**config.mk**
```make
export PLATFORM = sky130hd
export DESIGN_NAME = pipe_stage_reg
export DESIGN_NICKNAME = d
export VERILOG_FILES = /design/src/rtl/pipe_stage_reg.sv
export SDC_FILE = /design/constraint.sdc
export NUM_CORES = 1
export LEC_CHECK = 0
export ABC_AREA = 1
export ABC_CLOCK_PERIOD_IN_PS = 1600
export CORE_AREA = 4 4 136 138
export CTS_BUF_LIST = sky130_fd_sc_hd__clkbuf_8
export DETAILED_ROUTE_END_ITERATION = 7
export DIE_AREA = 0 0 140 142
export MAX_ROUTING_LAYER = met4
export PLACE_DENSITY = 0.87
export SLEW_MARGIN = 20
export SYNTH_ARGS = -nofsm -noshare
export SYNTH_HDL_FRONTEND = slang
export SYNTH_SLANG_ARGS = --single-unit
```
**constraint.sdc**
```tcl
create_clock -name clk -period 1.6 [get_ports clk]
set_input_delay 0.4 -clock clk [delete_from_list [all_inputs] [get_ports clk]]
set_output_delay 0.4 -clock clk [all_outputs]
set_load 0.01 [all_outputs]
```
**src/rtl/pipe_stage_reg.sv**
```systemverilog
// Parametrised pipeline-stage register with hold / bubble / flush control and masked NOP insertion.
// Optional statistics counters (stall/bubble/flush) are built when PIPE_STAT_EN is defined.
module pipe_stage_reg #(
  parameter int                CTRL_W    = 16,
  parameter int                DATA_W    = 160,
  parameter logic [CTRL_W-1:0] KILL_MASK = {CTRL_W{1'b1}},
  parameter int                CNT_W     = 32
) (
  input  logic              clk,
  input  logic              reset,
  input  logic              hold,
  input  logic              bubble,
  input  logic              flush,
  input  logic              in_valid,
  input  logic [CTRL_W-1:0] in_ctrl,
  input  logic [DATA_W-1:0] in_data,
  output logic              out_valid,
  output logic [CTRL_W-1:0] out_ctrl,
  output logic [DATA_W-1:0] out_data
`ifdef PIPE_STAT_EN
  ,
  input  logic              stat_clr,
  output logic [CNT_W-1:0]  stall_cnt,
  output logic [CNT_W-1:0]  bubble_cnt,
  output logic [CNT_W-1:0]  flush_cnt
`endif
);

  typedef enum logic [2:0] {
    ACT_RESET,
    ACT_FLUSH,
    ACT_HOLD,
    ACT_BUBBLE,
    ACT_LOAD
  } action_t;

  action_t           act;
  logic              kill;
  logic              valid_reg, valid_next;
  logic [CTRL_W-1:0] ctrl_reg, ctrl_next, ctrl_src;
  logic [DATA_W-1:0] data_reg, data_next;

  // Single winning action per edge, resolved in fixed priority order.
  always_comb begin
    act = ACT_LOAD;
    if (reset)       act = ACT_RESET;
    else if (flush)  act = ACT_FLUSH;
    else if (hold)   act = ACT_HOLD;
    else if (bubble) act = ACT_BUBBLE;
  end

  // A NOP enters on flush, bubble, or a load of an empty upstream slot.
  assign kill     = (act == ACT_FLUSH) || (act == ACT_BUBBLE) ||
                    ((act == ACT_LOAD) && !in_valid);
  assign ctrl_src = (act == ACT_LOAD) ? in_ctrl : ctrl_reg;

  genvar gi;
  generate
    for (gi = 0; gi < CTRL_W; gi++) begin : g_ctrl_bit
      assign ctrl_next[gi] = (kill && KILL_MASK[gi]) ? 1'b0 : ctrl_src[gi];
    end
  endgenerate

  always_comb begin
    valid_next = valid_reg;
    data_next  = data_reg;
    case (act)
      ACT_FLUSH, ACT_BUBBLE: valid_next = 1'b0;
      ACT_LOAD: begin
        valid_next = in_valid;
        data_next  = in_data;
      end
      default: ;
    endcase
  end

  always_ff @(posedge clk) begin
    if (reset) begin
      valid_reg <= 1'b0;
      ctrl_reg  <= '0;
      data_reg  <= '0;
    end else begin
      valid_reg <= valid_next;
      ctrl_reg  <= ctrl_next;
      data_reg  <= data_next;
    end
  end

  assign out_valid = valid_reg;
  assign out_ctrl  = ctrl_reg;
  assign out_data  = data_reg;

`ifdef PIPE_STAT_EN
  // Index 0: stall, 1: bubble, 2: flush. Counters stick at all-ones.
  logic [2:0]       evt;
  logic [CNT_W-1:0] cnt_reg [3];

  assign evt = {act == ACT_FLUSH, act == ACT_BUBBLE, act == ACT_HOLD};

  generate
    for (gi = 0; gi < 3; gi++) begin : g_stat_cnt
      always_ff @(posedge clk) begin
        if (reset || stat_clr)
          cnt_reg[gi] <= '0;
        else if (evt[gi] && (cnt_reg[gi] != {CNT_W{1'b1}}))
          cnt_reg[gi] <= cnt_reg[gi] + 1'b1;
      end
    end
  endgenerate

  assign stall_cnt  = cnt_reg[0];
  assign bubble_cnt = cnt_reg[1];
  assign flush_cnt  = cnt_reg[2];
`endif

endmodule

```
[After elaboration in Yosys (flattened, before gate mapping)]
Index checks and enable logic that the tools add are counted.
Storage, ports and cells
  word-level logic and storage cells: 18
  flip-flop bits (word level): 177
  output and inout port bits: 177
Operators by class
  reduce and logical (&&, ||, !) cells: 7
  multiplexer cells: 5
  equal/unequal tests: 3
Operators by type and width (count)
  2-to-1 mux 3 bit: 4
  OR reduction 2 bit: 2
  equality test 3 x 1 -> 1 bit, second input constant: 1
  equality test 3 x 2 -> 1 bit, second input constant: 1
  equality test 3 bit, second input constant: 1
  logical OR 1 bit: 2
  case mux 1 bit (2 select lines): 1
  nonzero test 2 bit: 1
  logical AND 1 bit: 1
  zero test 1 bit: 1

[Depth between registers and ports, before layout]
Gate-level depths: netlist (run 1).
  depth in word-level cells: 8
  gate-level depth with buffers: 7
  depth with buffers taken out: 6

[Worst setup path after synthesis (run 1)]
OpenSTA, ideal clock, no wires.
  path type: input port to flip-flop
  from: in hold
  to: reg data_reg[105] (netlist: out_data[105])
  data arrival time: 1.121 ns
  slack: 0.366 ns
  setup time: 0.113 ns
  path buffers: 2
  stages: 6
  path through: nor2_2 nand2_2 buf_4 buf_2 nand3_1 nand2_1
Between the ends
  longest elaborated chain between the ends: 4
Ends and longest elaborated chain
  start: declaration: RTL line 11  | input logic hold,
  2-to-1 mux 3 bit: RTL line 48  | else if (hold) act = ACT_HOLD;
  2-to-1 mux 3 bit: RTL line 47  | else if (flush) act = ACT_FLUSH;
  2-to-1 mux 3 bit: RTL line 46  | if (reset) act = ACT_RESET;
  equality test 3 bit: RTL line 67  | case (act)
  end signal: assignment: RTL line 85  | data_reg <= data_next;
  end: declaration: RTL line 41  | logic [DATA_W-1:0] data_reg, data_next;
Every way passes these cells.
A chain may end at the register's enable or synchronous reset.

[Worst setup path after layout (run 1)]
  from: reg data_reg[15] (netlist: out_data[15])
  to: out out_data[15]
RTL lines
  end: declaration: RTL line 19  | output logic [DATA_W-1:0] out_data
No word-level cell between the ends.

==> results of run 1 <==
[worst paths after layout]
path,from,endpoint,cells past startpoint,slack [ns]
min reg2reg,out_data[65],out_data[65],2,0.46
min,out_data[65],out_data[65],2,0.46
max reg2reg,out_ctrl[7],out_ctrl[7],4,0.91
max,out_data[15],out_data[15],1,0.07
[placed cells by master (no fill, tap or decap), drive strengths merged]
master,count
bufinv,4
clkdlybuf4s15,1
nand3,337
a21oi,1
clkinvlp,2
nor2,18
inv,23
nand2,198
clkinv,3
dlygate4sd2,176
nand3b,1
clkdlybuf4s50,181
dfxtp,177
clkbuf,18
buf,62
[registers in the layout (all words and copies together), names as in the netlist]
register   flops
out_ctrl      16
out_data     160
out_valid      1
[logic make-up after synthesis]
kind of cell / count (synthesis) / share of synthesized area (%)
simple gates: 554 / 38.79
flops: 177 / 54.49
buf+inv: 94 / 6.638
compound gates: 1 / 0.07689
[power breakdown]
group	switching [uW]	internal (uW)	leakage (uW)
registers	73.6	4550	0.00144
logic	582	753	0.00404
clock network	1630	1740	0.000217
total	2290	7050	0.00570
[through the flow]
stage	hold slack, ns	TNS (ns)	util (%)
4_1_cts	0.4648	0	63.95
6_report	0.4625	0	63.96
5_1_grt	0.4663	0	63.96
3_5_place_dp	0.4538	-29.48	62.72
2_1_floorplan	0.4790	0	-
3_3_place_gp	0.4491	-24.90	62.72
[metal layers]
layer | vias up | global-route usage, % | routed length, um
met1 | 3342 | 25.81 | 9026
met5 | - | - | 0
li1 | 3483 | - | -
met4 | 0 | 10.15 | 896
met3 | 67 | 6.384 | 1929
met2 | 351 | 39.53 | 11410
[final cells by class]
class                      instances  share of cell area [%]
sequential                       177                   32.27
clock buffer                      18                   2.255
tap                              225                   2.563
timing repair buffer             420                   37.47
clock inverter                    13                   1.674
multi-input combinational        555                   23.10
inverter                          19                  0.6720
[timing repair]
item / in CTS / in global routing
cloned: 0 / 0
endpoints found under the setup margin: 177 / 1
gates resized for setup: 178 / 1
==> results.sh, run 1 <==
export IMPL_fmax_mhz=655.1
export IMPL_grt_max_degree=57
export IMPL_total_power_uw=9338
export IMPL_synthFlopType="dfxtp_1"
export IMPL_crit_fanout=2
export IMPL_cts_root_buf="clkbuf_8"
export IMPL_rows=48
export IMPL_yosysSeqAreaShare_pct=54.49
export IMPL_placed_area_mm2=0.01077
export IMPL_grt_pass1_vias=7159
export IMPL_htree_levels=4
export IMPL_avgSynthCellArea_um2=7.872
export IMPL_period_needed_ns=1.526
export IMPL_holdBufCountCts=0
export IMPL_final_cell_area_mm2=0.01099
export IMPL_p_leak_uw=0.005696
export IMPL_grt_pass1_wl_mm=36.23
export IMPL_worstSkewPairLatency_ns=0.44
export IMPL_vias_per_cell=5.076
export IMPL_drtIter0Drc=394
export IMPL_synth_warning_count=0
export IMPL_rsz0062_at_grt="no"
export IMPL_syn2layout_area_growth_pct=68.94
export IMPL_clock_sinks=177
export IMPL_crit_slowest_cell="dfxtp_1"
export IMPL_track_usage_pct=23.29
export IMPL_path_cells="dlygate4sd2_1"
export IMPL_max_stage_delay_ns=0.37
export IMPL_ys_ff_latch=177
export IMPL_fin_cells=1427
export IMPL_skew_ns=0
export IMPL_synth_top_area_share_pct=54.49
export IMPL_antenna_left=0
export IMPL_io_buffers=358
export IMPL_required_ns=1.20
export IMPL_cts_buffers=17
export IMPL_ioPinCount=359
export IMPL_cts_buffer_depth=2
export IMPL_path_class="flip-flop to primary output"
export IMPL_dp_slack_ns=-0.2189
export IMPL_setup_viol=0
export IMPL_slew_viol_final=0
export IMPL_syn_area_mm2=0.006502
export IMPL_gp_congestion=0.9342
export IMPL_cts_setup_buffers=0
export IMPL_die_y_um=142
export IMPL_syn_num_nets=1008
export IMPL_final_nets=1372
export IMPL_post_synth_top_area_cell="dfxtp_1"
export IMPL_status="completed"
export IMPL_cts_tree="yes"
export IMPL_max_vdd_ir_drop_mv=0.7121
export IMPL_ys_async_sr_fraction_pct=0
export IMPL_ff_latch_area_mm2=0.003545
export IMPL_synth_enable_flop_cells=0
export IMPL_syn_inst=826
export IMPL_path_clk_slew_ns=0.10
export IMPL_critPathBufInv=1
export IMPL_firstDrtPassIters=6
export IMPL_dp_cells=1396
export IMPL_drive_above_1_share_pct=8.153
export IMPL_start_util_pct=37.86
export IMPL_maxCapViolCount=0
export IMPL_wire_per_inst_um=16.30
export IMPL_nFillCells=1457
export IMPL_min_path_type="flip-flop to flip-flop"
export IMPL_tightestPinTransition_ns=0.2939
export IMPL_p_per_area_mw_per_mm2=850.1
export IMPL_critical_path_top_delay_family="flip-flops"
export IMPL_dp_hpwl_mm=17.98
export IMPL_finalWirelength_mm=23.27
export IMPL_synth_distinct_cells=16
export IMPL_antenna_cells=0
export IMPL_grt_overflow_total=0
export IMPL_min_period_over_period_pct=95.40
export IMPL_design_die_area_mm2=0.01988
export IMPL_hold_violations=0
export IMPL_cp_data_arrival_time_ns=1.13
export IMPL_critPathCaptureType="primary output"
export IMPL_yosysMostFrequentCell="nand3_1"
export IMPL_die_x_um=140
export IMPL_via_count=7243
export IMPL_cp_start_kind="flip-flop"
export IMPL_multi_input_area_mm2=0.002537
export IMPL_synth_area_top_cells="dfxtp_1 (54%), nand3_1 (26%), nand2_1 (11%)"
export IMPL_design_core_area_mm2=0.01718
export IMPL_synthTopCellsByCount="nand3_1 (336), nand2_1 (197), dfxtp_1 (177), buf_2 (60), inv_1 (18)"
export IMPL_slew_headroom_pct=80.41
export IMPL_antenna_found_initial=0
export IMPL_drc=0
export IMPL_worst_slack_ns=0.07362
No activity file was read; power rests on OpenSTA's default activity.
==> run 2, diff against run 1 <==
==> constraint.sdc (replaced) <==
create_clock -name clk -period 1.6 [get_ports clk]
set_input_delay 0.32 -clock clk [delete_from_list [all_inputs] [get_ports clk]]
set_output_delay 0.32 -clock clk [all_outputs]
set_load 0.01 [all_outputs]
==> results.sh, run 2 (same netlist as run 1, synthesis figures left out) <==
export IMPL_htree_levels=4
export IMPL_p_per_area_mw_per_mm2=798.2
export IMPL_required_ns=1.28
export IMPL_ff_latch_area_mm2=0.003543
export IMPL_period_needed_ns=1.489
export IMPL_design_core_area_mm2=0.01718
export IMPL_layout_common_cells="nand3_1 (336), nand2_1 (197), clkdlybuf4s50_1 (181)"
export IMPL_p_leak_uw=0.005647
export IMPL_drive_above_1_share_pct=8.063
export IMPL_layout_commonest_cell="nand3_1"
export IMPL_die_x_um=140
export IMPL_track_usage_pct=22.81
export IMPL_min_path_type="primary input to flip-flop"
export IMPL_worst_slack_ns=0.1113
export IMPL_cts_root_buf="clkbuf_8"
export IMPL_path_cells="dlygate4sd2_1"
export IMPL_drtIter0Drc=388
export IMPL_syn2layout_area_growth_pct=67.60
export IMPL_tightestPinTransition_ns=0.2919
export IMPL_min_period_over_period_pct=93.05
export IMPL_firstDrtPassIters=6
export IMPL_maxCapViolCount=0
export IMPL_dp_slack_ns=-0.1648
export IMPL_total_power_uw=8699
export IMPL_dp_cells=1396
export IMPL_via_count=7195
export IMPL_ioPinCount=359
export IMPL_vias_per_cell=5.039
export IMPL_hold_violations=0
export IMPL_drc=0
export IMPL_grt_pass1_wl_mm=35.74
export IMPL_dp_hpwl_mm=17.91
export IMPL_cp_start_kind="flip-flop"
export IMPL_max_vdd_ir_drop_mv=0.4579
export IMPL_crit_fanout=2
export IMPL_skew_ns=0
export IMPL_cts_buffers=17
export IMPL_fmax_mhz=671.7
export IMPL_antenna_found_initial=0
export IMPL_path_clk_slew_ns=0.10
export IMPL_critPathBufInv=1
export IMPL_critical_path_top_delay_family="flip-flops"
export IMPL_rsz0062_at_grt="no"
export IMPL_setup_viol=0
export IMPL_grt_overflow_total=0
export IMPL_path_class="flip-flop to primary output"
export IMPL_multi_input_area_mm2=0.002537
export IMPL_final_nets=1372
export IMPL_nFillCells=1463
export IMPL_cts_buffer_depth=2
export IMPL_finalWirelength_mm=23.06
export IMPL_crit_slowest_cell="dfxtp_1"
export IMPL_slew_headroom_pct=80.54
export IMPL_holdBufCountCts=0
export IMPL_gp_congestion=0.9344
export IMPL_grt_max_degree=57
export IMPL_die_y_um=142
export IMPL_wire_per_inst_um=16.15
export IMPL_fin_cells=1428
export IMPL_io_buffers=358
export IMPL_start_util_pct=37.86
export IMPL_antenna_left=0
export IMPL_slew_viol_final=0
export IMPL_critPathCaptureType="primary output"
export IMPL_largest_reg_flops=160
export IMPL_status="completed"
export IMPL_design_die_area_mm2=0.01988
export IMPL_cp_data_arrival_time_ns=1.17
export IMPL_antenna_cells=0
export IMPL_clock_sinks=177
export IMPL_cts_tree="yes"
export IMPL_hold_worst_slack_ns=0.4373
export IMPL_worstSkewPairLatency_ns=0.43
export IMPL_rows=48
export IMPL_fin_util_pct=63.45
export IMPL_max_stage_delay_ns=0.42
export IMPL_grt_pass1_vias=7054
==> run 2: routing by layer <==
layer / share of wire [%] / vias up / routed length, um / track usage (%)
met3: 8.4 / 67 / 1940 / 6.284
met2: 47 / 361 / 10850 / 37.17
met5: 0 / - / 0 / -
met4: 4.9 / 0 / 1127 / 11.01
met1: 40 / 3285 / 9134 / 26.10
li1: - / 3482 / - / -
==> run 2: layout make-up <==
cell class	instances	area share, %
Clock buffer	17	2.147
Clock inverter	15	1.033
Inverter	19	0.6774
Multi-Input combinational cell	555	23.28
Sequential cell	177	32.51
Tap cell	225	2.583
Timing Repair Buffer	420	37.76
==> run 2: repair_timing <==
item	in CTS	in global routing
setup buffers	0	0
setup endpoints to repair	177	0
resized for setup	177	0
==> run 2: worst paths after layout <==
check | cells after the start | startpoint | slack (ns) | end
hold / removal | 3 | in_data[135] | 0.44 | out_data[135]
setup reg to reg | 4 | out_ctrl[1] | 0.85 | out_ctrl[1]
hold reg to reg | 2 | out_data[142] | 0.46 | out_data[142]
setup / recovery | 1 | out_ctrl[1] | 0.11 | out_ctrl[1]
==> run 2: worst reg2reg max path: stages, from the launching register on <==
cell     delay [ns]
dfxtp_1        0.42
nand2_1        0.07
nand2_1        0.06
inv_1          0.06
nor2_1         0.09
==> run 2: power breakdown <==
group	switching [uW]	internal, uW	leakage [uW]
clock	1660	1090	0.000165
sequential	73.4	4550	0.00144
combinational	579	753	0.00404
==> run 2: stage by stage <==
step	setup TNS, ns	area [um2]
2_1_floorplan	0	6502
3_3_place_gp	-11.08	10770
3_5_place_dp	-18.33	10770
4_1_cts	0	10900
5_1_grt	0	10900
6_report	0	10900
